**config.mk**
```make
export PLATFORM = sky130hd
export DESIGN_NAME = cu_instr_issuer_flat
export DESIGN_NICKNAME = d
export VERILOG_FILES = /design/src/rtl/cu_pkg.sv /design/src/rtl/cu_instr_issuer_if.sv /design/src/rtl/cu_prog_buf.sv /design/src/rtl/cu_instr_issuer.sv /design/src/flat_wrapper.sv
export SDC_FILE = /design/constraint.sdc
export NUM_CORES = 1
export LEC_CHECK = 0
export ABC_AREA = 1
export BUFFER_PORTS_ARGS = -buffer_cell sky130_fd_sc_hd__buf_4
export CORE_MARGIN = 5
export CORE_UTILIZATION = 64
export DETAILED_ROUTE_END_ITERATION = 10
export PLACE_DENSITY = 0.83
export REMOVE_ABC_BUFFERS = 1
export SLEW_MARGIN = 0
export SYNTH_ARGS = -nofsm -noshare
export SYNTH_HDL_FRONTEND = slang
export SYNTH_SLANG_ARGS = --single-unit
```
**constraint.sdc**
```tcl
create_clock -name clk -period 9 [get_ports clk]
set_clock_uncertainty 0.2 [all_clocks]
set_input_delay 2.7 -clock clk [delete_from_list [all_inputs] [get_ports clk]]
set_output_delay 2.7 -clock clk [all_outputs]
set_load 0.02 [all_outputs]
```
**src/rtl/cu_pkg.sv**
```systemverilog
// Shared types and constants for the compute-unit instruction issuer.
// Provides the issuer state enum, compute-unit opcode values and the NOP word.
package cu_pkg;

    localparam int unsigned BYTE_W  = 8;
    localparam int unsigned INSTR_W = 16;

    typedef enum logic [1:0] {
        ST_IDLE  = 2'd0,
        ST_ISSUE = 2'd1,
        ST_WAIT  = 2'd2,
        ST_DONE  = 2'd3
    } state_e;

    localparam logic [3:0] OP_NOP  = 4'h0;
    localparam logic [3:0] OP_LOAD = 4'h9;
    localparam logic [3:0] OP_ADD  = 4'hA;
    localparam logic [3:0] OP_SUB  = 4'hB;
    localparam logic [3:0] OP_AND  = 4'hC;
    localparam logic [3:0] OP_OR   = 4'hD;
    localparam logic [3:0] OP_NOT  = 4'hE;
    localparam logic [3:0] OP_XOR  = 4'hF;

    localparam logic [INSTR_W-1:0] NOP_INSTR = 16'h0000;

endpackage

```
**src/rtl/cu_instr_issuer_if.sv**
```systemverilog
// Host/compute-unit side bundle of the instruction issuer.
// master: host + compute unit (drives load/start/clear and result_in).
// slave : issuer (drives load_ready, instr, cu_ena, result stream, status).
interface cu_instr_issuer_if
    import cu_pkg::*;
#(
    parameter int unsigned DEPTH = 8
);
    localparam int unsigned IDX_W = $clog2(DEPTH);

    logic               clear;
    logic               load_valid;
    logic [BYTE_W-1:0]  load_byte;
    logic               load_ready;
    logic               start;
    logic [INSTR_W-1:0] instr;
    logic               cu_ena;
    logic [BYTE_W-1:0]  result_in;
    logic               res_valid;
    logic [BYTE_W-1:0]  res_data;
    logic [IDX_W-1:0]   res_idx;
    logic [BYTE_W-1:0]  checksum;
    logic               busy;
    logic               done;

    modport master (
        output clear, load_valid, load_byte, start, result_in,
        input  load_ready, instr, cu_ena, res_valid, res_data, res_idx,
               checksum, busy, done
    );

    modport slave (
        input  clear, load_valid, load_byte, start, result_in,
        output load_ready, instr, cu_ena, res_valid, res_data, res_idx,
               checksum, busy, done
    );

endinterface

```
**src/rtl/cu_prog_buf.sv**
```systemverilog
// Program buffer: DEPTH x 16-bit register file, one write port,
// one asynchronous read port. Data is not reset.
// Ports: clk, we/waddr/wdata (write), raddr/rdata (read).
module cu_prog_buf
    import cu_pkg::*;
#(
    parameter int unsigned DEPTH = 8,
    localparam int unsigned AW   = $clog2(DEPTH)
) (
    input  logic               clk,
    input  logic               we,
    input  logic [AW-1:0]      waddr,
    input  logic [INSTR_W-1:0] wdata,
    input  logic [AW-1:0]      raddr,
    output logic [INSTR_W-1:0] rdata
);

    logic [INSTR_W-1:0] mem_q [DEPTH];

    always_ff @(posedge clk) begin
        if (we) begin
            mem_q[waddr] <= wdata;
        end
    end

    assign rdata = mem_q[raddr];

endmodule

```
**src/rtl/cu_instr_issuer.sv**
```systemverilog
// Instruction issuer: loads a byte-wise program, then issues each 16-bit
// instruction to the compute unit with a one-cycle enable, captures the result
// RESULT_LAT cycles later, streams it out with its index and keeps an XOR
// checksum.
// Ports: clk, rst (async, active-high), bus (cu_instr_issuer_if.slave).
module cu_instr_issuer
    import cu_pkg::*;
#(
    parameter int unsigned DEPTH      = 8,
    parameter int unsigned RESULT_LAT = 2
) (
    input  logic               clk,
    input  logic               rst,
    cu_instr_issuer_if.slave   bus
);

    localparam int unsigned IW = $clog2(DEPTH);
    localparam int unsigned CW = IW + 1;
    localparam int unsigned LW = (RESULT_LAT > 1) ? $clog2(RESULT_LAT) : 1;
    localparam logic [LW-1:0] LAT_LAST = LW'(RESULT_LAT - 1);
    localparam logic [CW-1:0] COUNT_FULL = CW'(DEPTH);

    state_e             state_q, state_d;
    logic [CW-1:0]      count_q, count_d;
    logic               phase_q, phase_d;
    logic [BYTE_W-1:0]  hi_q, hi_d;
    logic [IW-1:0]      idx_q, idx_d;
    logic [LW-1:0]      lat_q, lat_d;
    logic [INSTR_W-1:0] instr_q, instr_d;
    logic               cu_ena_q, cu_ena_d;
    logic               res_valid_q, res_valid_d;
    logic [BYTE_W-1:0]  res_data_q, res_data_d;
    logic [IW-1:0]      res_idx_q, res_idx_d;
    logic [BYTE_W-1:0]  checksum_q, checksum_d;
    logic               busy_q, busy_d;
    logic               done_q, done_d;
    logic               load_ready_q, load_ready_d;

    logic               wr_en;
    logic [INSTR_W-1:0] rd_data;

    cu_prog_buf #(.DEPTH(DEPTH)) u_prog_buf (
        .clk   (clk),
        .we    (wr_en),
        .waddr (count_q[IW-1:0]),
        .wdata ({hi_q, bus.load_byte}),
        .raddr (idx_d),
        .rdata (rd_data)
    );

    // Next-state, buffer loading, sequencing and result capture.
    always_comb begin
        state_d     = state_q;
        count_d     = count_q;
        phase_d     = phase_q;
        hi_d        = hi_q;
        idx_d       = idx_q;
        lat_d       = lat_q;
        res_valid_d = 1'b0;
        res_data_d  = res_data_q;
        res_idx_d   = res_idx_q;
        checksum_d  = checksum_q;
        wr_en       = 1'b0;

        unique case (state_q)
            ST_IDLE: begin
                if (bus.clear) begin
                    count_d = '0;
                    phase_d = 1'b0;
                end else if (bus.start) begin
                    // Any pending high byte is dropped.
                    phase_d    = 1'b0;
                    idx_d      = '0;
                    checksum_d = '0;
                    state_d    = (count_q == '0) ? ST_DONE : ST_ISSUE;
                end else if (bus.load_valid && load_ready_q) begin
                    if (!phase_q) begin
                        hi_d    = bus.load_byte;
                        phase_d = 1'b1;
                    end else begin
                        wr_en   = 1'b1;
                        count_d = count_q + CW'(1);
                        phase_d = 1'b0;
                    end
                end
            end
            ST_ISSUE: begin
                lat_d   = '0;
                state_d = ST_WAIT;
            end
            ST_WAIT: begin
                if (lat_q == LAT_LAST) begin
                    res_valid_d = 1'b1;
                    res_data_d  = bus.result_in;
                    res_idx_d   = idx_q;
                    checksum_d  = checksum_q ^ bus.result_in;
                    if (CW'(idx_q) + CW'(1) == count_q) begin
                        state_d = ST_DONE;
                    end else begin
                        idx_d   = idx_q + IW'(1);
                        state_d = ST_ISSUE;
                    end
                end else begin
                    lat_d = lat_q + LW'(1);
                end
            end
            ST_DONE: begin
                state_d = ST_IDLE;
            end
            default: begin
                state_d = ST_IDLE;
            end
        endcase
    end

    // Registered outputs decoded from the upcoming state.
    always_comb begin
        instr_d      = instr_q;
        cu_ena_d     = 1'b0;
        done_d       = 1'b0;
        busy_d       = (state_d != ST_IDLE);
        load_ready_d = (state_d == ST_IDLE) && (count_d != COUNT_FULL);
        if (state_d == ST_ISSUE) begin
            instr_d  = rd_data;
            cu_ena_d = 1'b1;
        end else if (state_d == ST_DONE) begin
            instr_d = NOP_INSTR;
            done_d  = 1'b1;
        end
    end

    always_ff @(posedge clk or posedge rst) begin
        if (rst) begin
            state_q      <= ST_IDLE;
            count_q      <= '0;
            phase_q      <= 1'b0;
            hi_q         <= '0;
            idx_q        <= '0;
            lat_q        <= '0;
            instr_q      <= NOP_INSTR;
            cu_ena_q     <= 1'b0;
            res_valid_q  <= 1'b0;
            res_data_q   <= '0;
            res_idx_q    <= '0;
            checksum_q   <= '0;
            busy_q       <= 1'b0;
            done_q       <= 1'b0;
            load_ready_q <= 1'b1;
        end else begin
            state_q      <= state_d;
            count_q      <= count_d;
            phase_q      <= phase_d;
            hi_q         <= hi_d;
            idx_q        <= idx_d;
            lat_q        <= lat_d;
            instr_q      <= instr_d;
            cu_ena_q     <= cu_ena_d;
            res_valid_q  <= res_valid_d;
            res_data_q   <= res_data_d;
            res_idx_q    <= res_idx_d;
            checksum_q   <= checksum_d;
            busy_q       <= busy_d;
            done_q       <= done_d;
            load_ready_q <= load_ready_d;
        end
    end

    assign bus.instr      = instr_q;
    assign bus.cu_ena     = cu_ena_q;
    assign bus.res_valid  = res_valid_q;
    assign bus.res_data   = res_data_q;
    assign bus.res_idx    = res_idx_q;
    assign bus.checksum   = checksum_q;
    assign bus.busy       = busy_q;
    assign bus.done       = done_q;
    assign bus.load_ready = load_ready_q;

endmodule
```
**src/flat_wrapper.sv**
```systemverilog
// flat-port wrapper written by rule: the top's interface ports become plain ports
module cu_instr_issuer_flat import cu_pkg::*;
#(
    parameter int unsigned DEPTH      = 8,
    parameter int unsigned RESULT_LAT = 2
)
  (clk, rst, bus_clear, bus_load_valid, bus_load_byte, bus_start, bus_result_in, bus_load_ready, bus_instr, bus_cu_ena, bus_res_valid, bus_res_data, bus_res_idx, bus_checksum, bus_busy, bus_done);
  cu_instr_issuer_if #(.DEPTH(DEPTH)) bus_i ();
  input  logic clk;
  input  logic rst;
  input wire logic [$bits(bus_i.clear)-1:0] bus_clear;
  input wire logic [$bits(bus_i.load_valid)-1:0] bus_load_valid;
  input wire logic [$bits(bus_i.load_byte)-1:0] bus_load_byte;
  input wire logic [$bits(bus_i.start)-1:0] bus_start;
  input wire logic [$bits(bus_i.result_in)-1:0] bus_result_in;
  output wire logic [$bits(bus_i.load_ready)-1:0] bus_load_ready;
  output wire logic [$bits(bus_i.instr)-1:0] bus_instr;
  output wire logic [$bits(bus_i.cu_ena)-1:0] bus_cu_ena;
  output wire logic [$bits(bus_i.res_valid)-1:0] bus_res_valid;
  output wire logic [$bits(bus_i.res_data)-1:0] bus_res_data;
  output wire logic [$bits(bus_i.res_idx)-1:0] bus_res_idx;
  output wire logic [$bits(bus_i.checksum)-1:0] bus_checksum;
  output wire logic [$bits(bus_i.busy)-1:0] bus_busy;
  output wire logic [$bits(bus_i.done)-1:0] bus_done;
  assign bus_i.clear = bus_clear;
  assign bus_i.load_valid = bus_load_valid;
  assign bus_i.load_byte = bus_load_byte;
  assign bus_i.start = bus_start;
  assign bus_i.result_in = bus_result_in;
  assign bus_load_ready = bus_i.load_ready;
  assign bus_instr = bus_i.instr;
  assign bus_cu_ena = bus_i.cu_ena;
  assign bus_res_valid = bus_i.res_valid;
  assign bus_res_data = bus_i.res_data;
  assign bus_res_idx = bus_i.res_idx;
  assign bus_checksum = bus_i.checksum;
  assign bus_busy = bus_i.busy;
  assign bus_done = bus_i.done;
  cu_instr_issuer #(.DEPTH(DEPTH), .RESULT_LAT(RESULT_LAT)) u_core (.clk(clk), .rst(rst), .bus(bus_i));
endmodule
```
### After elaboration in Yosys (flattened, before gate mapping)

Memories as Yosys holds them, arrays and structs flattened.
Index checks and enable logic that the tools add are counted.
Widths: inputs -> output; s select.

| operators by class | value |
|---|---|
| equal/unequal tests | 10 |
| reduce and logical (&&, ||, !) cells | 14 |
| add/sub/neg operators | 4 |
| bitwise operators | 4 |
| multiplexer cells | 40 |

Operators with widths:

| operator | count |
|---|---|
| $mux 16 | 2 |
| $mux 8 | 3 |
| $mux 4 | 5 |
| $mux 1 | 17 |
| $pmux 8 s2 | 1 |
| $mux 3 | 4 |
| $mux 2 | 5 |
| $pmux 2 s4 | 1 |
| $reduce_bool 2->1 | 4 |
| $xor 8x8->8 | 1 |
| $eq 2x2->1 const B | 3 |
| $pmux 3 s2 | 1 |
| $reduce_and 5->1 | 1 |
| $add 3x1->4 const B | 1 |
| $add 4x1->4 const B | 1 |
| $eq 2x1->1 const B | 2 |
| $eq 4x4->1 | 1 |
| $logic_not 2->1 | 2 |
| $logic_not 4->1 | 1 |
| $ne 2x2->1 const B | 2 |
| $ne 4x4->1 const B | 1 |
| $reduce_and 2->1 | 2 |
| $reduce_and 4->1 | 1 |
| $add 3x1->3 const B | 1 |
| other kinds (6) | 9 |

| storage, ports and cells | value |
|---|---|
| bits in writable memories | 128 |
| flip-flop bits (word level) | 59 |
| input port bits | 21 |
| memories | 1 |
| output and inout bits | 40 |
| word-level logic and storage cells | 88 |

Memory list:

| name | words | bits a word | read ports | clocked after memory_dff | wr ports | RTL line | text |
|---|---|---|---|---|---|---|---|
| u_core.u_prog_buf.mem_q | 8 | 16 | 1 | 0 | 1 | cu_prog_buf.sv:18 | `logic [INSTR_W-1:0] mem_q [DEPTH];` |

### Depth between registers and ports, before layout

| logic depth | value |
|---|---|
| depth in word-level cells | 8 |
| depth in mapped cells | 16 |
| mapped depth without buffers | 14 |

### Modules after synthesis

Synthesis repeated with hierarchy kept, for this count alone.

| unflattened totals | value |
|---|---|
| cell total of the unflattened synthesis | 862 |
| area, all modules | 8,439.3 µm² |

Modules (own cells, without submodules):

| module | area each (µm²) | sequential area each (µm²) | cells an instance | times used |
|---|---|---|---|---|
| cu_prog_buf | 5,669.2 | 3,843.7 | 571 | 1 |
| cu_instr_issuer | 2,770.2 | 1,477.7 | 291 | 1 |

### Worst setup path after synthesis

No wires, ideal clock.

| timing path | value |
|---|---|
| path kind | input-to-reg |
| start point | input bus_load_valid |
| end point | memory u_core.u_prog_buf.mem_q[3][0] (enable) |
| slack | 3.834 ns |
| data required time | 8.391 ns |
| data arrival time | 4.557 ns |
| stages on the path | 6 |
| cells stage by stage | nand2_1 nor3_1 nand2_1 nor2_1 nand2_1 nor3_1 |

| on the way | value |
|---|---|
| cells in the longest elaborated chain, start to end | 7 |

RTL lines:

| element | RTL line | text |
|---|---|---|
| start: declaration | flat_wrapper.sv:12 | `input wire logic [$bits(bus_i.load_valid)-1:0] bus_load_valid;` |
| $logic_and 1x1->1 | cu_instr_issuer.sv:76 | `end else if (bus.load_valid && load_ready_q) begin` |
| $mux 1 | cu_instr_issuer.sv:76 |  |
| $mux 1 | cu_instr_issuer.sv:70 | `end else if (bus.start) begin` |
| $mux 1 | cu_instr_issuer.sv:67 | `if (bus.clear) begin` |
| $mux 1 | cu_instr_issuer.sv:65 | `unique case (state_q)` |
| $mux 1 | cu_prog_buf.sv:21 | `if (we) begin` |
| $mux 1 (not written as such) | cu_prog_buf.sv:22 | `mem_q[waddr] <= wdata;` |
| end: declaration | cu_prog_buf.sv:18 |  |

Every way passes these cells.

### Final worst setup path

| timing path | value |
|---|---|
| start point | input bus_start |
| end point | register u_core.instr_q[14] (netlist: u_core.bus.instr[14]) |

| on the way | value |
|---|---|
| cells in the longest elaborated chain, start to end | 5 |
| elaborated cells between the ends (all ways) | 11 |

RTL lines:

| element | RTL line | text |
|---|---|---|
| start: declaration | flat_wrapper.sv:14 | `input wire logic [$bits(bus_i.start)-1:0] bus_start;` |
| $mux 3 / $mux 2 (equally long branches) | cu_instr_issuer.sv:70 |  |
| $mux 3 / $mux 2 (equally long branches) | cu_instr_issuer.sv:67 |  |
| $pmux 3 s2 / $pmux 2 s4 (equally long branches) | cu_instr_issuer.sv:65 |  |
| $mem_v2 8x16, or another cell as far along | - |  |
| $mux 16 / $reduce_bool 2->1 (equally long branches) | - |  |
| end signal: assignment | cu_instr_issuer.sv:156 | `instr_q <= instr_d;` |
| end: declaration | cu_instr_issuer.sv:29 | `logic [INSTR_W-1:0] instr_q, instr_d;` |

Parallel ways exist; a longest one is shown, timed or not.
A chain may end at the register's enable or synchronous reset.

==> metrics.md <==
| Metric | Value |
|---|---|
| CP max-delay cell | nand2_2 |
| Ranking of synthesized cells by area | edfxtp_1 (47%), dfrtp_1 (18%), nand3_1 (10%), nand2_1 (6.4%), inv_1 (6.3%) |
| CTS hold repair buffers | 0 |
| Initial antenna violation count | 0 |
| Crit path largest cell delay | around 0.89 ns |
| Nets | ~870 |
| Worst-path clk slew | about 0.070 ns |
| Post-DR vias/cell | 5.77 |
| Horiz. Die Dim | roughly 120 um |
| CTS tree | yes |
| Outcome | complete, no violations |
| Die area | around 0.015 mm^2 |
| Critical path depth | 13 |
| # Post-CTS Setup Buffers | 0 |
| Setup CP Type | in -> reg |
| Sequential share of the synthesized area | between 60% and 70% |
| Fin crit share | a little over three fifths |
| Final Wtd Congestion | about 0.86 |
| Peak VDD IR | roughly 0.19 mV |
| Vias in the first global route | slightly above 6000 |
| F_max | 0.177 GHz |
| Largest net degree at the start of global routing | 66 |
| Post-synth top area cell | edfxtp_1 |
| Multi-input gate area | approximately 0.0021 mm^2 |
| Least-Margin Pin Slew | about 1.2 ns |
| Gr ovfl total | 0 |
| Endpoints failing hold | 0 |
| Hold path depth | 1 |
| Hpwl dp | around 11 mm |
| CP Buf/Inv Count | 3 |
| Max FO, Critical Path | 65 |
| Leak | between 4 and 5 nW |
| I/O pin cnt | 61 |
| Min Hold Slack | 0.262 ns |
| Max_cap viols | 0 |
| Worst slew margin | a little under a fifth |
| Antenna Nets Post-Route | 0 |
| Die height | between 100 and 150 um |
| Path depth of the worst reg2reg path | 14 |
| Core Area | between 0.01 and 0.015 mm^2 |
| Vias | 5944 |
| Worst EP arrival | just under 6 ns |
| Detailed Routing Iterations Pass 1 | 6 |
| Mean Syn Cell Area | 10.4 um^2 |
| Synth Register Bits | approximately 190 |
| R2R Setup Slk | between 4 and 5 ns |
| Clk sink count | roughly 190 |
| Area added between synthesis and finish | 13.9% |
| Initial core utilization | 65.2% |
| Power Density | around 330 mW/mm^2 |
| PnR worst setup slack | roughly 3.4 ns |
| Layout cells sized above 1 | between 15 and 20% |
| Max Slew Vio Count | 0 |
| First-pass GRT wire length | between 20 and 30 mm |
| Root Buffer | clkbuf_16 |
| Nature of the critical path endpoint | flop |
| All-Layer GR Usage | a little over a quarter |
| Max clock buf depth | 2 |
| WL/cell | approximately 18 um |
| RSZ-0062 raised after global routing | no |
| Setup-failing EPs final | 0 |
| Residual DRC | 0 |
| Worst Hold Class | reg -> reg |
| CP Launch Type | input port |
| FF+latch area | 0.00532 mm^2 |
| Setup_tns | 0 ns |
| Buffers on Ports | 60 |
| Yosys warnings | 0 |
| Share of the synthesized area in the top cell type | 46.9% |
| Post-Place Setup Slack | approximately 3.1 ns |
| Cell Chain, Critical Path | buf_4 > inv_1 > nor2_1 > o21a_1 > nand2_2 > nand2_2 > buf_4 > nand2_2 > nand2_1 > nand3_1 > nand3_1 > nand3_1 > nand2_1 |
| Synth Instances | 787 |
| Required time of the critical path | ~9.2 ns |
| CTS buffer count | 17 |
| Post-synthesis cell type count | 32 |
| Total Wirelength | around 19 mm |
| Synth Cell Area | between 0.008 and 0.009 mm^2 |
| Row cnt | between 40 and 50 |
| Diode count | 0 |
| Fillers | ~810 |
| Skew-Pair Late Insertion Delay | between 0.4 and 0.5 ns |
| H-tree levels | 4 |
| Initial DRC Count | roughly 800 |
| Top delay family on crit path | simple AND/OR/NAND/NOR gates |
| Total power | approximately 0.003 W |
| # resized after CTS | 0 |
| Final Critical Period | 5.64 ns |
-- placed cells by master (no fill, tap or decap), drive strengths merged, types with 16 or more instances in the layout --
master / instances
buf: 72
clkbuf: 18
dfrtp: 58
edfxtp: 128
inv: 154
nand2: 146
nand3: 169
nand3b: 16
nor2: 24
o21ai: 22
-- registers in the layout (all words and copies together) (netlist names) --
signal,cells
u_core.bus.busy,1
u_core.bus.checksum,8
u_core.bus.cu_ena,1
u_core.bus.done,1
u_core.bus.instr,16
u_core.bus.load_ready,1
u_core.bus.res_data,8
u_core.bus.res_idx,3
u_core.bus.res_valid,1
u_core.count_q,4
u_core.hi_q,8
u_core.idx_q,3
u_core.lat_q,1
u_core.phase_q,1
u_core.state_q,2
u_core.u_prog_buf.mem_q,128
-- cells by family after synthesis --
kind of cell | synth area share [%]
buffers and inverters | 9.44
XOR/XNOR | 0.214
AND/OR/NAND/NOR | 20.5
multiplexers | 1.10
adder cells (fa/ha/maj) | 0.763
AO/OA/AOI/OAI | 3.01
flip-flops | 64.9
-- stage by stage --
step                utilization, %  std cells  area, um^2
finish                        74.3       1030        9330
global route                  74.3       1030        9330
CTS                           74.3       1030        9330
detailed placement            69.6        998        8740
global placement              69.6        998        8740
floorplan                        -        754        7970
-- per-layer routing --
metal,vias up,part of all wire (%),global-route usage [%]
met5,-,0,0
met2,317,52,45.1
met4,0,3.1,13.1
met3,58,7.6,5.44
met1,2856,37,32.1
li1,2713,-,-
-- final timing paths --
kind                                        start                endpoint
setup / recovery                        bus_start    u_core.bus.instr[14]
hold reg to reg            u_core.bus.checksum[2]  u_core.bus.checksum[2]
hold / removal             u_core.bus.checksum[2]  u_core.bus.checksum[2]
min in group asynchronous                     rst   u_core.bus.res_idx[0]
setup reg to reg                u_core.state_q[0]    u_core.bus.instr[14]
max in group asynchronous                     rst          u_core.hi_q[5]
-- cell type report --
| type | instances | area share (%) |
|---|---|---|
| clock inverter | 14 | 1.72 |
| timing repair buffer | 72 | 5.79 |
| sequential | 187 | 57.0 |
| tap | 172 | 2.31 |
| clock buffer | 18 | 4.60 |
| inverter | 147 | 5.91 |
| multi-input combinational | 420 | 22.7 |
-- cells in the mapped netlist, drive strengths merged --
cell type / number
a31oi: 1
dfstp: 1
nand3b: 16
nand2: 146
ha: 5
o21bai: 1
nor3: 6
nand3: 169
a21oi: 13
o21a: 1
o22ai: 1
nor2: 24
o21ai: 22
nor3b: 1
edfxtp: 128
xor2: 2
dfrtp: 58
nand4: 2
buf: 30
mux2: 8
inv: 147
clkbuf: 3
o211ai: 2
-- report_power, final --
part,internal [W],switching (W)
Sequential,0.00108,0.000107
Combinational,0.000373,0.000755
Clock,0.000416,0.000333
(Power assumes the default switching activity.)
